<file path="config.mk">
export PLATFORM = sky130hd
export DESIGN_NAME = mouse_packet_decoder
export DESIGN_NICKNAME = d
export VERILOG_FILES = /design/src/rtl/ps2_pkg.sv /design/src/rtl/ps2_rx.sv /design/src/rtl/mouse_packet_decoder.sv
export SDC_FILE = /design/constraint.sdc
export NUM_CORES = 1
export LEC_CHECK = 0
export ABC_AREA = 1
export CORE_ASPECT_RATIO = 1.25
export CORE_MARGIN = 5
export CORE_UTILIZATION = 40
export DETAILED_ROUTE_END_ITERATION = 7
export HOLD_SLACK_MARGIN = 0.02
export SETUP_SLACK_MARGIN = 0.05
export SLEW_MARGIN = 20
export SYNTH_ARGS = -nofsm -noshare
export SYNTH_HDL_FRONTEND = slang
export SYNTH_SLANG_ARGS = --single-unit
</file>
<file path="constraint.sdc">
create_clock -name Clk -period 2.86 [get_ports Clk]
set_input_delay 0.286 -clock Clk [delete_from_list [all_inputs] [get_ports Clk]]
set_output_delay 0.286 -clock Clk [all_outputs]
set_load 0.02 [all_outputs]
</file>
<file path="src/rtl/ps2_pkg.sv">
// Shared types and constants for the PS/2 mouse receive path.
package ps2_pkg;

    typedef enum logic [1:0] {
        IDLE   = 2'd0,
        DATA   = 2'd1,
        PARITY = 2'd2,
        STOP   = 2'd3
    } rx_state_t;

    typedef enum logic [1:0] {
        B0 = 2'd0,
        B1 = 2'd1,
        B2 = 2'd2
    } pkt_state_t;

    localparam int PS2_FRAME_BITS = 11;

    // Bit positions inside the first (status) byte of a stream packet
    localparam int BTN_L = 0;
    localparam int BTN_R = 1;
    localparam int BTN_M = 2;
    localparam int SYNC  = 3;
    localparam int XS    = 4;
    localparam int YS    = 5;
    localparam int XO    = 6;
    localparam int YO    = 7;

    function automatic logic [8:0] sat_delta(input logic sign, input logic ovf, input logic [7:0] mag);
        logic [8:0] res;
        if (ovf) begin
            res = sign ? 9'h100 : 9'h0FF;
        end else begin
            res = {sign, mag};
        end
        return res;
    endfunction

endpackage

</file>
<file path="src/rtl/ps2_rx.sv">
// PS/2 frame receiver: pad synchronisers, falling-edge detect, 11-bit frame FSM
// with odd-parity/stop checking and a mid-frame inactivity timeout.
module ps2_rx
    import ps2_pkg::*;
#(
    parameter int TIMEOUT_CYCLES = 50000
) (
    input  logic       i_clk,
    input  logic       i_rst,
    input  logic       i_ps2_clk,
    input  logic       i_ps2_dat,
    output logic [7:0] o_byte,
    output logic       o_byte_valid,
    output logic       o_err
);

    localparam int DATA_BITS = PS2_FRAME_BITS - 3;
    localparam int TW        = $clog2(TIMEOUT_CYCLES + 1);

    logic [2:0]    r_clk_sync;
    logic [1:0]    r_dat_sync;
    rx_state_t     r_state;
    rx_state_t     w_state_nxt;
    logic [7:0]    r_shift;
    logic [2:0]    r_bit_cnt;
    logic          r_parity;
    logic [TW-1:0] r_to_cnt;
    logic          w_fall;
    logic          w_dat;
    logic          w_timeout;
    logic          w_odd_ok;
    logic          w_valid;
    logic          w_err;

    // Two-flop synchronisers; r_clk_sync[2] keeps the previous synced clock level
    always_ff @(posedge i_clk or posedge i_rst) begin
        if (i_rst) begin
            r_clk_sync <= 3'b111;
            r_dat_sync <= 2'b11;
        end else begin
            r_clk_sync <= {r_clk_sync[1:0], i_ps2_clk};
            r_dat_sync <= {r_dat_sync[0], i_ps2_dat};
        end
    end

    assign w_fall    = r_clk_sync[2] & ~r_clk_sync[1];
    assign w_dat     = r_dat_sync[1];
    assign w_timeout = (r_state != IDLE) && (r_to_cnt == TW'(TIMEOUT_CYCLES));
    assign w_odd_ok  = ^{r_shift, r_parity};

    always_ff @(posedge i_clk or posedge i_rst) begin
        if (i_rst) begin
            r_state <= IDLE;
        end else begin
            r_state <= w_state_nxt;
        end
    end

    always_comb begin
        w_state_nxt = r_state;
        if (w_timeout) begin
            w_state_nxt = IDLE;
        end else if (w_fall) begin
            case (r_state)
                IDLE:    w_state_nxt = w_dat ? IDLE : DATA;
                DATA:    w_state_nxt = (r_bit_cnt == 3'(DATA_BITS - 1)) ? PARITY : DATA;
                PARITY:  w_state_nxt = STOP;
                STOP:    w_state_nxt = IDLE;
                default: w_state_nxt = IDLE;
            endcase
        end else begin
            w_state_nxt = r_state;
        end
    end

    // Timeout takes priority so a frame can never both complete and abort
    always_comb begin
        w_valid = 1'b0;
        w_err   = 1'b0;
        if (w_timeout) begin
            w_err = 1'b1;
        end else if (w_fall) begin
            case (r_state)
                IDLE: w_err = w_dat;
                STOP: begin
                    if (w_odd_ok && w_dat) begin
                        w_valid = 1'b1;
                    end else begin
                        w_err = 1'b1;
                    end
                end
                default: begin
                    w_valid = 1'b0;
                    w_err   = 1'b0;
                end
            endcase
        end else begin
            w_valid = 1'b0;
        end
    end

    always_ff @(posedge i_clk or posedge i_rst) begin
        if (i_rst) begin
            r_shift      <= 8'h00;
            r_bit_cnt    <= 3'd0;
            r_parity     <= 1'b0;
            r_to_cnt     <= '0;
            o_byte       <= 8'h00;
            o_byte_valid <= 1'b0;
            o_err        <= 1'b0;
        end else begin
            o_byte_valid <= w_valid;
            o_err        <= w_err;
            if (w_valid) begin
                o_byte <= r_shift;
            end
            if (w_fall || (r_state == IDLE)) begin
                r_to_cnt <= '0;
            end else if (r_to_cnt != TW'(TIMEOUT_CYCLES)) begin
                r_to_cnt <= r_to_cnt + TW'(1);
            end
            if (r_state == IDLE) begin
                r_bit_cnt <= 3'd0;
            end else if (w_fall && (r_state == DATA)) begin
                r_shift   <= {w_dat, r_shift[7:1]};
                r_bit_cnt <= r_bit_cnt + 3'd1;
            end
            if (w_fall && (r_state == PARITY)) begin
                r_parity <= w_dat;
            end
        end
    end

endmodule

</file>
<file path="src/rtl/mouse_packet_decoder.sv">
// PS/2 mouse stream-packet decoder: assembles 3 received bytes into dx/dy/buttons.
// Define MOUSE_OVF_SAT_EN to saturate dx/dy when the packet overflow bits are set.
module mouse_packet_decoder
    import ps2_pkg::*;
#(
    parameter int TIMEOUT_CYCLES = 50000
) (
    input  logic       Clk,
    input  logic       Reset,
    input  logic       PS2_CLK,
    input  logic       PS2_DAT,
    output logic       new_data,
    output logic [8:0] dx,
    output logic [8:0] dy,
    output logic       m1,
    output logic       m2,
    output logic       m3,
    output logic       frame_err
);

    logic [7:0] w_byte;
    logic       w_byte_valid;
    logic       w_rx_err;
    pkt_state_t r_pkt_state;
    pkt_state_t w_pkt_nxt;
    logic       w_load_hdr;
    logic       w_load_b1;
    logic       w_pkt_done;
    logic [2:0] r_btn;
    logic       r_xs;
    logic       r_ys;
    logic [7:0] r_b1;
    logic       w_x_ovf;
    logic       w_y_ovf;

    ps2_rx #(
        .TIMEOUT_CYCLES(TIMEOUT_CYCLES)
    ) u_rx (
        .i_clk       (Clk),
        .i_rst       (Reset),
        .i_ps2_clk   (PS2_CLK),
        .i_ps2_dat   (PS2_DAT),
        .o_byte      (w_byte),
        .o_byte_valid(w_byte_valid),
        .o_err       (w_rx_err)
    );

`ifdef MOUSE_OVF_SAT_EN
    logic r_xo;
    logic r_yo;

    always_ff @(posedge Clk or posedge Reset) begin
        if (Reset) begin
            r_xo <= 1'b0;
            r_yo <= 1'b0;
        end else if (w_load_hdr) begin
            r_xo <= w_byte[XO];
            r_yo <= w_byte[YO];
        end
    end

    assign w_x_ovf = r_xo;
    assign w_y_ovf = r_yo;
`else
    assign w_x_ovf = 1'b0;
    assign w_y_ovf = 1'b0;
`endif

    always_ff @(posedge Clk or posedge Reset) begin
        if (Reset) begin
            r_pkt_state <= B0;
        end else begin
            r_pkt_state <= w_pkt_nxt;
        end
    end

    // A header without the always-one sync bit is dropped so the stream can realign
    always_comb begin
        w_pkt_nxt = r_pkt_state;
        if (w_rx_err) begin
            w_pkt_nxt = B0;
        end else if (w_byte_valid) begin
            case (r_pkt_state)
                B0:      w_pkt_nxt = w_byte[SYNC] ? B1 : B0;
                B1:      w_pkt_nxt = B2;
                B2:      w_pkt_nxt = B0;
                default: w_pkt_nxt = B0;
            endcase
        end else begin
            w_pkt_nxt = r_pkt_state;
        end
    end

    always_comb begin
        w_load_hdr = 1'b0;
        w_load_b1  = 1'b0;
        w_pkt_done = 1'b0;
        if (w_byte_valid) begin
            case (r_pkt_state)
                B0:      w_load_hdr = w_byte[SYNC];
                B1:      w_load_b1  = 1'b1;
                B2:      w_pkt_done = 1'b1;
                default: w_pkt_done = 1'b0;
            endcase
        end else begin
            w_pkt_done = 1'b0;
        end
    end

    always_ff @(posedge Clk or posedge Reset) begin
        if (Reset) begin
            r_btn     <= 3'b000;
            r_xs      <= 1'b0;
            r_ys      <= 1'b0;
            r_b1      <= 8'h00;
            dx        <= 9'h000;
            dy        <= 9'h000;
            m1        <= 1'b0;
            m2        <= 1'b0;
            m3        <= 1'b0;
            new_data  <= 1'b0;
            frame_err <= 1'b0;
        end else begin
            new_data  <= w_pkt_done;
            frame_err <= w_rx_err;
            if (w_load_hdr) begin
                r_btn <= {w_byte[BTN_M], w_byte[BTN_R], w_byte[BTN_L]};
                r_xs  <= w_byte[XS];
                r_ys  <= w_byte[YS];
            end
            if (w_load_b1) begin
                r_b1 <= w_byte;
            end
            if (w_pkt_done) begin
                dx <= sat_delta(r_xs, w_x_ovf, r_b1);
                dy <= sat_delta(r_ys, w_y_ovf, w_byte);
                m1 <= r_btn[0];
                m2 <= r_btn[1];
                m3 <= r_btn[2];
            end
        end
    end

endmodule

</file>
==> impl_results.md, run 1 <==
* Total Wirelength at 6970 µm
* Synth Net Count at 438
* Setup Skew at 0.00384 ns
* Fin crit share at 0.623
* Cell count after synthesis at 425
* Final hold violation count at 0
* Worst-Margin Slew at 0.534 ns
* RSZ-0062 raised after global routing: no
* Drt wl/cell at 12.0 µm
* Worst skew pair latency at 0.33 ns
* Setup TNS at 0 ns
* Met1 global-route usage at 0.166
* Chip Width at 95.7 µm
* Initial antenna violation count at 0
* Ant. Diodes at 0
* DPL Wire Length at 4920 µm
* Slew Limit Fails at 0
* Maximum vdd drop at 0.294 mV
* Clock-pin slew on the worst setup and hold paths at 0.06 ns
* CP Data Required Time at 3.09 ns
* Slowest CP cell: dfrtp_1
* TritonCTS buffer count at 9
* Switching share of total power at 0.308
* Area grow syn2layout at 19.9%
* Crit-path cells: inv_1, ha_1, inv_1, nand3_1, o21ai_0
* Sequential share of power at 0.416
* Hold buffers post-CTS at 0
* Internal Power at 2.33 mW
* GRT Overall Usage at 0.137
* Die ar. at 11200 µm²
* Drt pass-1 iters at 4
* Rows at 39
* Setup violators final at 0
* I/O pin count at 27
* Switch Pwr at 1.04 mW
* Most crowded layer after global routing: met2
* Largest net degree at the start of global routing at 55
* Top_reg_cell synth: dfrtp_1
* CTS H-tree lvls at 3
* Detail Route Antenna Nets at 0
* Total grt overflow at 0
* Residual DRC at 0
* Setup CP Type: reg2reg
* Vias in the first global route at 2626
* Post-CTS setup buffers at 0
* Crit end category: register
* Core area at 9080 µm²
* GR Util met3 at 0.0364
* Synth Area per Inst at 8.65 µm²
* Register area share after synthesis at 0.567
* Async SR Flop Fraction at 1.00
* CTS Root Cell: clkbuf_16
* Clk sinks at 83
* Cell repeated most along the worst path: inv_1
* CP Data Arrival Time at 2.01 ns
* Yosys Warn Count at 0
* Routability congestion estimate at 0.868
* Total number of vias at 2749
* GR Layer Usage met2 at 0.231
* Max Clock Freq at 0.561 GHz
* Design area at 4410 µm²
* Leak Pwr at 2.11 nW
* CP Launch Type: register
* Power share of the combinational group at 0.221
* Die height at 117 µm
* DP Area at 4090 µm²
* Vias per inst at 4.72
* Synthesized flop and latch total at 83
* Initial Utilization at 0.405
* Rel. slew slack at 0.643
* Longest Clk Path Bufs at 2
* Cell Area, Synth at 3670 µm²
* Status: finished, final reports clean
* Synth unique cells at 28
* First-pass GRT wire length at 12000 µm
* CP max stage delay at 0.41 ns
* Final worst path period need at 1.78 ns
* Hold Path Class: in2async
* Clock power frac at 0.362
* Quantity of gates resized following cts at 0
* Nets@finish at 469
* IO Port Bufs at 26
* Post-synth EDFFs at 0
* Final Total Pwr at 3.37 mW
* Crit path max fanout at 17
* First DRT Iteration DRCs at 138
* # Max-Cap Violations at 0
* Share of layout cells above drive strength 1 at 0.0674
* PwrDens at 765 nW/µm²
* CTS tree: yes
## power by group through the flow
stage                     sequential, mW  combinational (mW)  clock (mW)
final                               1.40               0.746        1.22
after global placement              1.42               0.723           0
after global routing                1.42               0.860        1.31
after detailed placement            1.42               0.751           0
after floorplan                     1.39               0.598           0
after CTS                           1.41               0.755        1.26
## metrics by stage
step	hold slack, ns	util	instances	worst slack (ns)
after CTS	0.312	0.485	583	1.05
after global placement	0.346	0.451	568	1.16
after global routing	0.346	0.485	583	0.847
after detailed placement	0.349	0.451	568	1.14
after floorplan	0.290	-	425	0.445
final	0.296	0.485	583	1.08
## cells by family (layout without fill, tap and decap cells)
group | count (synthesis) | in the layout | synth area share
fa+ha+maj | 9 | 9 | 0.0306
buf+inv | 53 | 88 | 0.0548
compound gates | 60 | 60 | 0.0838
xor+xnor | 5 | 5 | 0.0119
flops | 83 | 83 | 0.567
simple gates | 215 | 215 | 0.252
## synthesized netlist by cell type, types with 2 or more instances
| master | n | area (µm²) |
|---|---|---|
| inv_1 | 43 | 161 |
| xnor2_1 | 2 | 17.5 |
| dfstp_2 | 5 | 131 |
| ha_1 | 9 | 113 |
| nor3_1 | 4 | 20.0 |
| buf_2 | 2 | 10.0 |
| a21oi_1 | 15 | 75.1 |
| nor4_1 | 2 | 12.5 |
| o21ai_0 | 42 | 210 |
| nand2_1 | 150 | 563 |
| dfrtp_1 | 78 | 1950 |
| nand3_1 | 23 | 115 |
| nor2_1 | 16 | 60.1 |
| clkbuf_1 | 6 | 22.5 |
| xor2_1 | 3 | 26.3 |
| nand4_1 | 13 | 81.3 |
## worst paths after layout
check	cells after the start	endpoint	slack, ns	from
max	5	u_rx.r_shift[7]	1.08	u_rx.r_state[0]
max in group asynchronous	3	u_rx.r_clk_sync[2]	1.88	Reset
min in group Clk	0	u_rx.r_dat_sync[1]	0.36	u_rx.r_dat_sync[0]
min	2	r_b1[5]	0.30	Reset
max reg2reg	5	u_rx.r_shift[7]	1.08	u_rx.r_state[0]
min reg2reg	0	u_rx.r_dat_sync[1]	0.36	u_rx.r_dat_sync[0]
## state kept, by name, summed over array words and instances (netlist names)
| signal | cells |
|---|---|
| r_xs | 1 |
| u_rx.r_state | 2 |
| new_data | 1 |
| m1 | 1 |
| dy | 9 |
| u_rx.o_byte | 8 |
| frame_err | 1 |
| u_rx.r_dat_sync | 2 |
| u_rx.r_to_cnt | 16 |
| u_rx.r_parity | 1 |
| dx | 9 |
| u_rx.o_err | 1 |
| m2 | 1 |
| u_rx.r_bit_cnt | 3 |
| r_b1 | 8 |
| u_rx.r_shift | 8 |
| r_ys | 1 |
| r_btn | 3 |
| m3 | 1 |
| u_rx.o_byte_valid | 1 |
| u_rx.r_clk_sync | 3 |
| r_pkt_state | 2 |
## per-layer routing
metal  vias up  routed length, µm
li1       1420                  -
met1      1262               3130
met2        56               3390
met3        11                325
met4         0                125
met5         -                  0
## placed cells by master, fill, tap and decap left out
| cell | synthesis | routed |
|---|---|---|
| nand3_1 | 23 | 23 |
| clkbuf_8 | 0 | 1 |
| nor3_2 | 1 | 1 |
| clkinvlp_4 | 0 | 1 |
| a21oi_1 | 15 | 15 |
| clkinv_2 | 0 | 3 |
| o31ai_1 | 1 | 1 |
| nor2_1 | 16 | 16 |
| bufinv_16 | 0 | 2 |
| xor2_1 | 3 | 3 |
| dfrtp_1 | 78 | 78 |
| dfstp_2 | 5 | 5 |
| nor2_2 | 1 | 1 |
| nor3_1 | 4 | 4 |
| inv_1 | 43 | 42 |
| nor4_1 | 2 | 2 |
| nand4_1 | 13 | 13 |
| nand3b_1 | 1 | 1 |
| a211oi_1 | 1 | 1 |
| nand3_4 | 1 | 1 |
| nand2_4 | 1 | 1 |
| buf_4 | 0 | 2 |
| clkdlybuf4s50_1 | 0 | 26 |
| nand2_1 | 150 | 150 |
| inv_2 | 1 | 1 |
| o21ai_0 | 42 | 42 |
| nor2_4 | 1 | 1 |
| xnor2_1 | 2 | 2 |
| buf_12 | 0 | 1 |
| nand3_2 | 1 | 1 |
| clkbuf_16 | 0 | 9 |
| o21bai_1 | 1 | 1 |
| ha_1 | 9 | 9 |
## final cells by class
| class | count | area, µm² |
|---|---|---|
| clock buffers | 10 | 239 |
| well taps | 123 | 154 |
| fillers | 878 | 4670 |
| flip-flops and latches | 83 | 2080 |
| inverters | 44 | 166 |
| multi-input cells | 289 | 1390 |
| repair buffers | 29 | 295 |
| clock inverters | 5 | 77.6 |
## worst max-delay path: cells and delay by family (launching register included)
family | cells | cell delay, ns
AOI/OAI and AO/OA | 1 | 0.37
buffers and inverters | 2 | 0.24
DFF | 1 | 0.41
and+or+nand+nor | 1 | 0.41
adders and majority gates | 1 | 0.24
(Power assumes the default switching activity.)
==> inputs of run 2 (changes only) <==
- clock period: 2.86 -> 1.65 ns (I/O delays scaled with it)
==> run 2 against run 1 <==
Against the previous run:
- non-clock buffer count rose by 20
- critical path depth rose by 5
- worst hold slack got worse by 0.12 ns
- die area unchanged
- setup slack got worse by 1.0 ns
- first-iteration DRC count grew 8.7%
- clock power is 57% higher
- via count grew 4.6%
- critical path type unchanged
- critical endpoint is now u_rx.o_byte[6]
- largest power group unchanged
==> impl_results.md, run 2 (same netlist as run 1, synthesis figures left out) <==
* Initial Utilization at 0.405 (unchanged)
* Total grt overflow at 0 (unchanged)
* Setup Skew at 0.0112 ns (+0.00734 ns)
* Worst skew pair latency at 0.34 ns (about the same)
* Area of the multi-input gates at 1510 µm² (+8.5%)
* CTS Root Cell: clkbuf_16
* Hold buffers post-CTS at 0 (unchanged)
* Detail Route Antenna Nets at 0 (unchanged)
* Drt wl/cell at 12.2 µm (+2.4%)
* Drt pass-1 iters at 5 (+1)
* Worst-Margin Slew at 0.479 ns (-0.0548 ns)
* Setup violators final at 0 (unchanged)
* Most frequent cells in the layout: nand2_1, dfrtp_1, o21ai_0, inv_1, clkdlybuf4s50_1
* Area grow syn2layout at 26.9%
* Nets@finish at 492 (+4.9%)
* Largest net degree at the start of global routing at 36 (-35%)
* Worst Hold Slack at 0.178 ns (-0.118 ns)
* Die height at 117 µm (unchanged)
* Max FFs per register at 16 (unchanged)
* Clock-pin slew on the worst setup and hold paths at 0.07 ns (about the same)
* Ant. Diodes at 0 (unchanged)
* Setup TNS at 0 ns (unchanged)
* Routability congestion estimate at 0.829 (-4.5%)
* Core area at 9080 µm² (unchanged)
* Crit path max fanout at 5 (-12)
* I/O pin count at 27 (unchanged)
* Total Wirelength at 7430 µm (+6.6%)
* Commonest non-fill, non-tap cell in the layout: nand2_1
* Setup CP Type: reg2reg
* Die ar. at 11200 µm² (unchanged)
* Crit end category: register
* FILL cells at 866 (-1.4%)
* Hold Path Class: in2async
* Longest Clk Path Bufs at 2 (unchanged)
* CP Data Arrival Time at 1.83 ns (-0.18 ns)
* Total number of vias at 2875 (+4.6%)
* Maximum vdd drop at 0.606 mV (+110%)
* Status: finished, final reports clean
* RSZ-0062 raised after global routing: yes
* CP Launch Type: register
* DP Area at 4170 µm² (+2.0%)
* Final worst slack at 0.0502 ns (-1.03 ns)
* Residual DRC at 0 (unchanged)
* Rows at 39 (unchanged)
* Final worst path period need at 1.60 ns (-0.181 ns)
* Vias per inst at 4.74 (+0.45%)
* Seq. cell area at 2090 µm² (+0.30%)
* Filler-free cell count of the finished design at 607 (+4.1%)
* Final Total Pwr at 6.10 mW (+81%)
* First-pass GRT wire length at 12100 µm (+1.1%)
* TritonCTS buffer count at 9 (unchanged)
* Largest regs: u_rx.r_to_cnt: 16 flops, dx: 9 flops, dy: 9 flops
* IO Port Bufs at 26 (unchanged)
* Max Clock Freq at 0.625 GHz (+11%)
* First DRT Iteration DRCs at 150 (+8.7%)
* Final hold violation count at 0 (unchanged)
* Rel. slew slack at 0.680 (+0.0368)
* CTS tree: yes
* CP Data Required Time at 1.88 ns (-1.21 ns)
* Vias in the first global route at 2698 (+2.7%)
* Fin crit share at 0.970 (+0.347)
* Design area at 4660 µm² (+5.8%)
* Share of layout cells above drive strength 1 at 0.171 (+0.104)
* GRT Overall Usage at 0.138 (+0.000191)
* Leak Pwr at 2.22 nW (+5.3%)
* Slew Limit Fails at 0 (unchanged)
* Placed insts at 577 (+1.6%)
* Biggest register: u_rx.r_to_cnt
* # Max-Cap Violations at 0 (unchanged)
* Final core occ at 0.514 (+0.0283)
* Chip Width at 95.7 µm (unchanged)
* Clk sinks at 83 (unchanged)
* CTS H-tree lvls at 3 (unchanged)
* DPL Wire Length at 5010 µm (+1.8%)
* Initial antenna violation count at 0 (unchanged)
* Pre-CTS setup slack at 0.0800 ns (-1.06 ns)
* PwrDens at 1310 nW/µm² (+71%)
## run 2: cell type report
| type | instances | area share |
|---|---|---|
| Tap cell | 123 | 0.0330 |
| Inverter | 44 | 0.0362 |
| Sequential cell | 83 | 0.448 |
| Timing Repair Buffer | 49 | 0.0982 |
| Clock buffer | 9 | 0.0483 |
| Clock inverter | 7 | 0.0126 |
| Multi-Input combinational cell | 292 | 0.323 |
## run 2: worst paths after layout
kind                                     from                  to  slack (ns)  cells past startpoint
min                                     Reset    u_rx.r_to_cnt[8]        0.18                      2
max                          u_rx.r_to_cnt[0]      u_rx.o_byte[6]        0.05                     10
max in group asynchronous               Reset     u_rx.r_shift[4]        0.92                      3
max reg2reg                  u_rx.r_to_cnt[0]      u_rx.o_byte[6]        0.05                     10
min in group Clk                      PS2_DAT  u_rx.r_dat_sync[0]        0.23                      1
min reg2reg                u_rx.r_dat_sync[0]  u_rx.r_dat_sync[1]        0.36                      0
## run 2: timing repair
| item | CTS | global route |
|---|---|---|
| setup buffers | 0 | 11 |
| resized for setup | 0 | 33 |
| setup endpoints to repair | 0 | 14 |
## run 2: worst max-delay path, cell delays in order (launching register included)
cell	delay (ns)
dfrtp_1	0.41
inv_2	0.10
ha_4	0.14
nand4_1	0.10
nor2_2	0.17
nand3_2	0.12
nand2_4	0.11
nor2_4	0.06
buf_4	0.14
nand4_1	0.08
nand2_1	0.06
## run 2: report_power, final
part | internal [mW] | switching, mW | leakage (nW)
clock network | 1.05 | 0.867 | 0.139
logic | 0.708 | 1.02 | 0.962
registers | 2.24 | 0.214 | 1.12
total | 3.99 | 2.10 | 2.22
## run 2: metal layers
layer | track usage | vias up | share of wire
met1 | 0.170 | 1324 | 0.45
met5 | 0 | - | 0
met4 | 0.0560 | 0 | 0.016
met3 | 0.0371 | 10 | 0.039
met2 | 0.228 | 59 | 0.49
li1 | - | 1482 | -
==> inputs of run 3 (changes only) <==
- CAP_MARGIN: default -> 10
- RECOVER_POWER: default -> 100
==> run 3 against run 2 <==
Against the previous run:
- routed wire length down 0.43%
- count of clock-buffer cells in the layout did not move
- critical path depth unchanged
- clock power barely moved
- sequential power barely moved
- register-to-register slack hardly changed
- critical path type unchanged
==> impl_results.md, run 3 (same netlist as run 1, synthesis figures left out) <==
* Die height at 117 µm (unchanged)
* IO Port Bufs at 26 (unchanged)
* Clock-pin slew on the worst setup and hold paths at 0.07 ns (about the same)
* WL met2 at 3650 µm (+0.16%)
* Drt wl/cell at 12.2 µm (-0.43%)
* Ant. Diodes at 0 (unchanged)
* Die ar. at 11200 µm² (unchanged)
* Slew Limit Fails at 0 (unchanged)
* CTS tree: yes
* # Max-Cap Violations at 0 (unchanged)
* Max Clock Freq at 0.626 GHz (about the same)
* CP Launch Type: register
* FILL cells at 870 (+0.46%)
* Chip Width at 95.7 µm (unchanged)
* Setup CP Type: reg2reg
* CP Data Arrival Time at 1.83 ns (about the same)
* Residual DRC at 0 (unchanged)
* Drt pass-1 iters at 4 (-1)
* CP Data Required Time at 1.88 ns (about the same)
* Core area at 9080 µm² (unchanged)
* Reg-to-Reg End: u_rx.o_byte[6]
* Leak Pwr at 2.29 nW (+3.2%)
* Total number of vias at 2860 (-0.52%)
* DPL Wire Length at 5010 µm (unchanged)
* I/O pin count at 27 (unchanged)
* Share of layout cells above drive strength 1 at 0.171 (unchanged)
* Critical Path Source: u_rx.r_to_cnt[0]
* Longest Clk Path Bufs at 2 (unchanged)
* GRT Overall Usage at 0.138 (unchanged)
* Initial antenna violation count at 0 (unchanged)
* Seq. cell area at 2090 µm² (unchanged)
* Detail Route Antenna Nets at 0 (unchanged)
* CTS Root Cell: clkbuf_16
* First-pass GRT wire length at 12100 µm (unchanged)
* Total grt overflow at 0 (unchanged)
* Fin crit share at 0.969 (about the same)
* Clock power frac at 0.314 (about the same)
* Met3 WL at 300 µm (+2.7%)
* Clk sinks at 83 (unchanged)
* Biggest register: u_rx.r_to_cnt
* Final core occ at 0.510 (-0.00386)
* Hold buffers post-CTS at 0 (unchanged)
* Hold Path Class: in2async
* First DRT Iteration DRCs at 140 (-6.7%)
* Max FFs per register at 16 (unchanged)
* Most frequent cells in the layout: nand2_1, dfrtp_1, o21ai_0, inv_1, dlygate4sd3_1
* Largest regs: u_rx.r_to_cnt: 16 flops, dx: 9 flops, dy: 9 flops
* Nets@finish at 492 (unchanged)
* Final worst slack at 0.0516 ns (+0.00137 ns)
* Area of the multi-input gates at 1510 µm² (unchanged)
* Initial Utilization at 0.405 (unchanged)
* Path depth of the worst reg2reg path at 10 (unchanged)
* Internal Power at 3.98 mW (-0.28%)
* Worst Hold Slack at 0.355 ns (+0.178 ns)
* DP Area at 4170 µm² (unchanged)
* Switching share of total power at 0.345 (about the same)
* CTS H-tree lvls at 3 (unchanged)
* Critical Path Sink: u_rx.o_byte[6]
* Wl on met1 at 3350 µm (-0.77%)
* Crit Reg-Reg Startpoint: u_rx.r_to_cnt[0]
* Uppermost routed layer: met4
* Largest net degree at the start of global routing at 36 (unchanged)
* Maximum vdd drop at 0.603 mV (-0.52%)
* Final worst path period need at 1.60 ns (-0.00137 ns)
* Rel. slew slack at 0.510 (-0.170)
* Vias in the first global route at 2698 (unchanged)
* Worst-Margin Slew at 0.732 ns (+0.253 ns)
* Worst skew pair latency at 0.34 ns (about the same)
* Setup violators final at 0 (unchanged)
* Total Wirelength at 7400 µm (-0.43%)
* Switch Pwr at 2.10 mW (-0.26%)
* RSZ-0062 raised after global routing: yes
* Design area at 4630 µm² (-0.75%)
* Sequential share of power at 0.404 (about the same)
* Status: finished, final reports clean
* Area grow syn2layout at 25.9%
* Pre-CTS setup slack at 0.0800 ns (unchanged)
* Crit path max fanout at 5 (unchanged)
* Power share of the combinational group at 0.282 (about the same)
* Routability congestion estimate at 0.829 (unchanged)
* Vias per inst at 4.71 (-0.52%)
* Final hold violation count at 0 (unchanged)
* TritonCTS buffer count at 9 (unchanged)
* Crit end category: register
* Commonest non-fill, non-tap cell in the layout: nand2_1
* Setup Skew at 0.0130 ns (+0.00180 ns)
* Rows at 39 (unchanged)
* FF-to-FF setup slack at 0.05 ns (about the same)
* PwrDens at 1310 nW/µm² (+0.48%)
run 3: timing repair:
| item | in CTS | in global routing |
|---|---|---|
| setup endpoints to repair | 0 | 14 |
| setup buffers | 0 | 11 |
| gates resized for setup | 0 | 33 |
run 3: how the worst min path moves through the flow:
stage,from,end
after floorplan,PS2_CLK,u_rx.r_clk_sync[0]
after global placement,u_rx.r_dat_sync[0],u_rx.r_dat_sync[1]
after detailed placement,u_rx.r_dat_sync[0],u_rx.r_dat_sync[1]
after CTS,Reset,u_rx.r_to_cnt[8]
after global routing,PS2_DAT,u_rx.r_dat_sync[0]
final,Reset,u_rx.r_to_cnt[8]
run 3: metrics by stage:
stage | power (mW) | TNS (ns) | cells
after floorplan | 3.45 | 0 | 425
after global routing | 6.46 | -0.0276 | 607
after global placement | 3.74 | 0 | 577
after detailed placement | 3.80 | 0 | 577
final | 6.08 | 0 | 607
after CTS | 5.74 | 0 | 593
run 3: critical path, cell delays in order, from the launching register on:
cell     delay (ns)
dfrtp_1        0.41
inv_2          0.10
ha_4           0.14
nand4_1        0.10
nor2_2         0.17
nand3_2        0.12
nand2_4        0.11
nor2_4         0.06
buf_4          0.14
nand4_1        0.08
nand2_1        0.06
run 3: routing by layer:
layer / track usage / vias up
met5: 0 / -
met1: 0.170 / 1315
li1: - / 1482
met3: 0.0371 / 7
met4: 0.0560 / 0
met2: 0.228 / 56
run 3: power groups by stage:
stage	Sequential, mW	Clock [mW]	Combinational (mW)
3_3_place_gp	2.44	0	1.30
5_1_grt	2.48	2.05	1.93
4_1_cts	2.42	1.97	1.36
3_5_place_dp	2.45	0	1.35
6_report	2.46	1.91	1.71
2_1_floorplan	2.41	0	1.04
run 3: layout make-up:
cell class              count  area share
clock buffers               9      0.0487
clock inverters             7      0.0127
inverters                  44      0.0360
multi-input cells         292       0.326
flip-flops and latches     83       0.452
well taps                 123      0.0333
repair buffers             49      0.0919
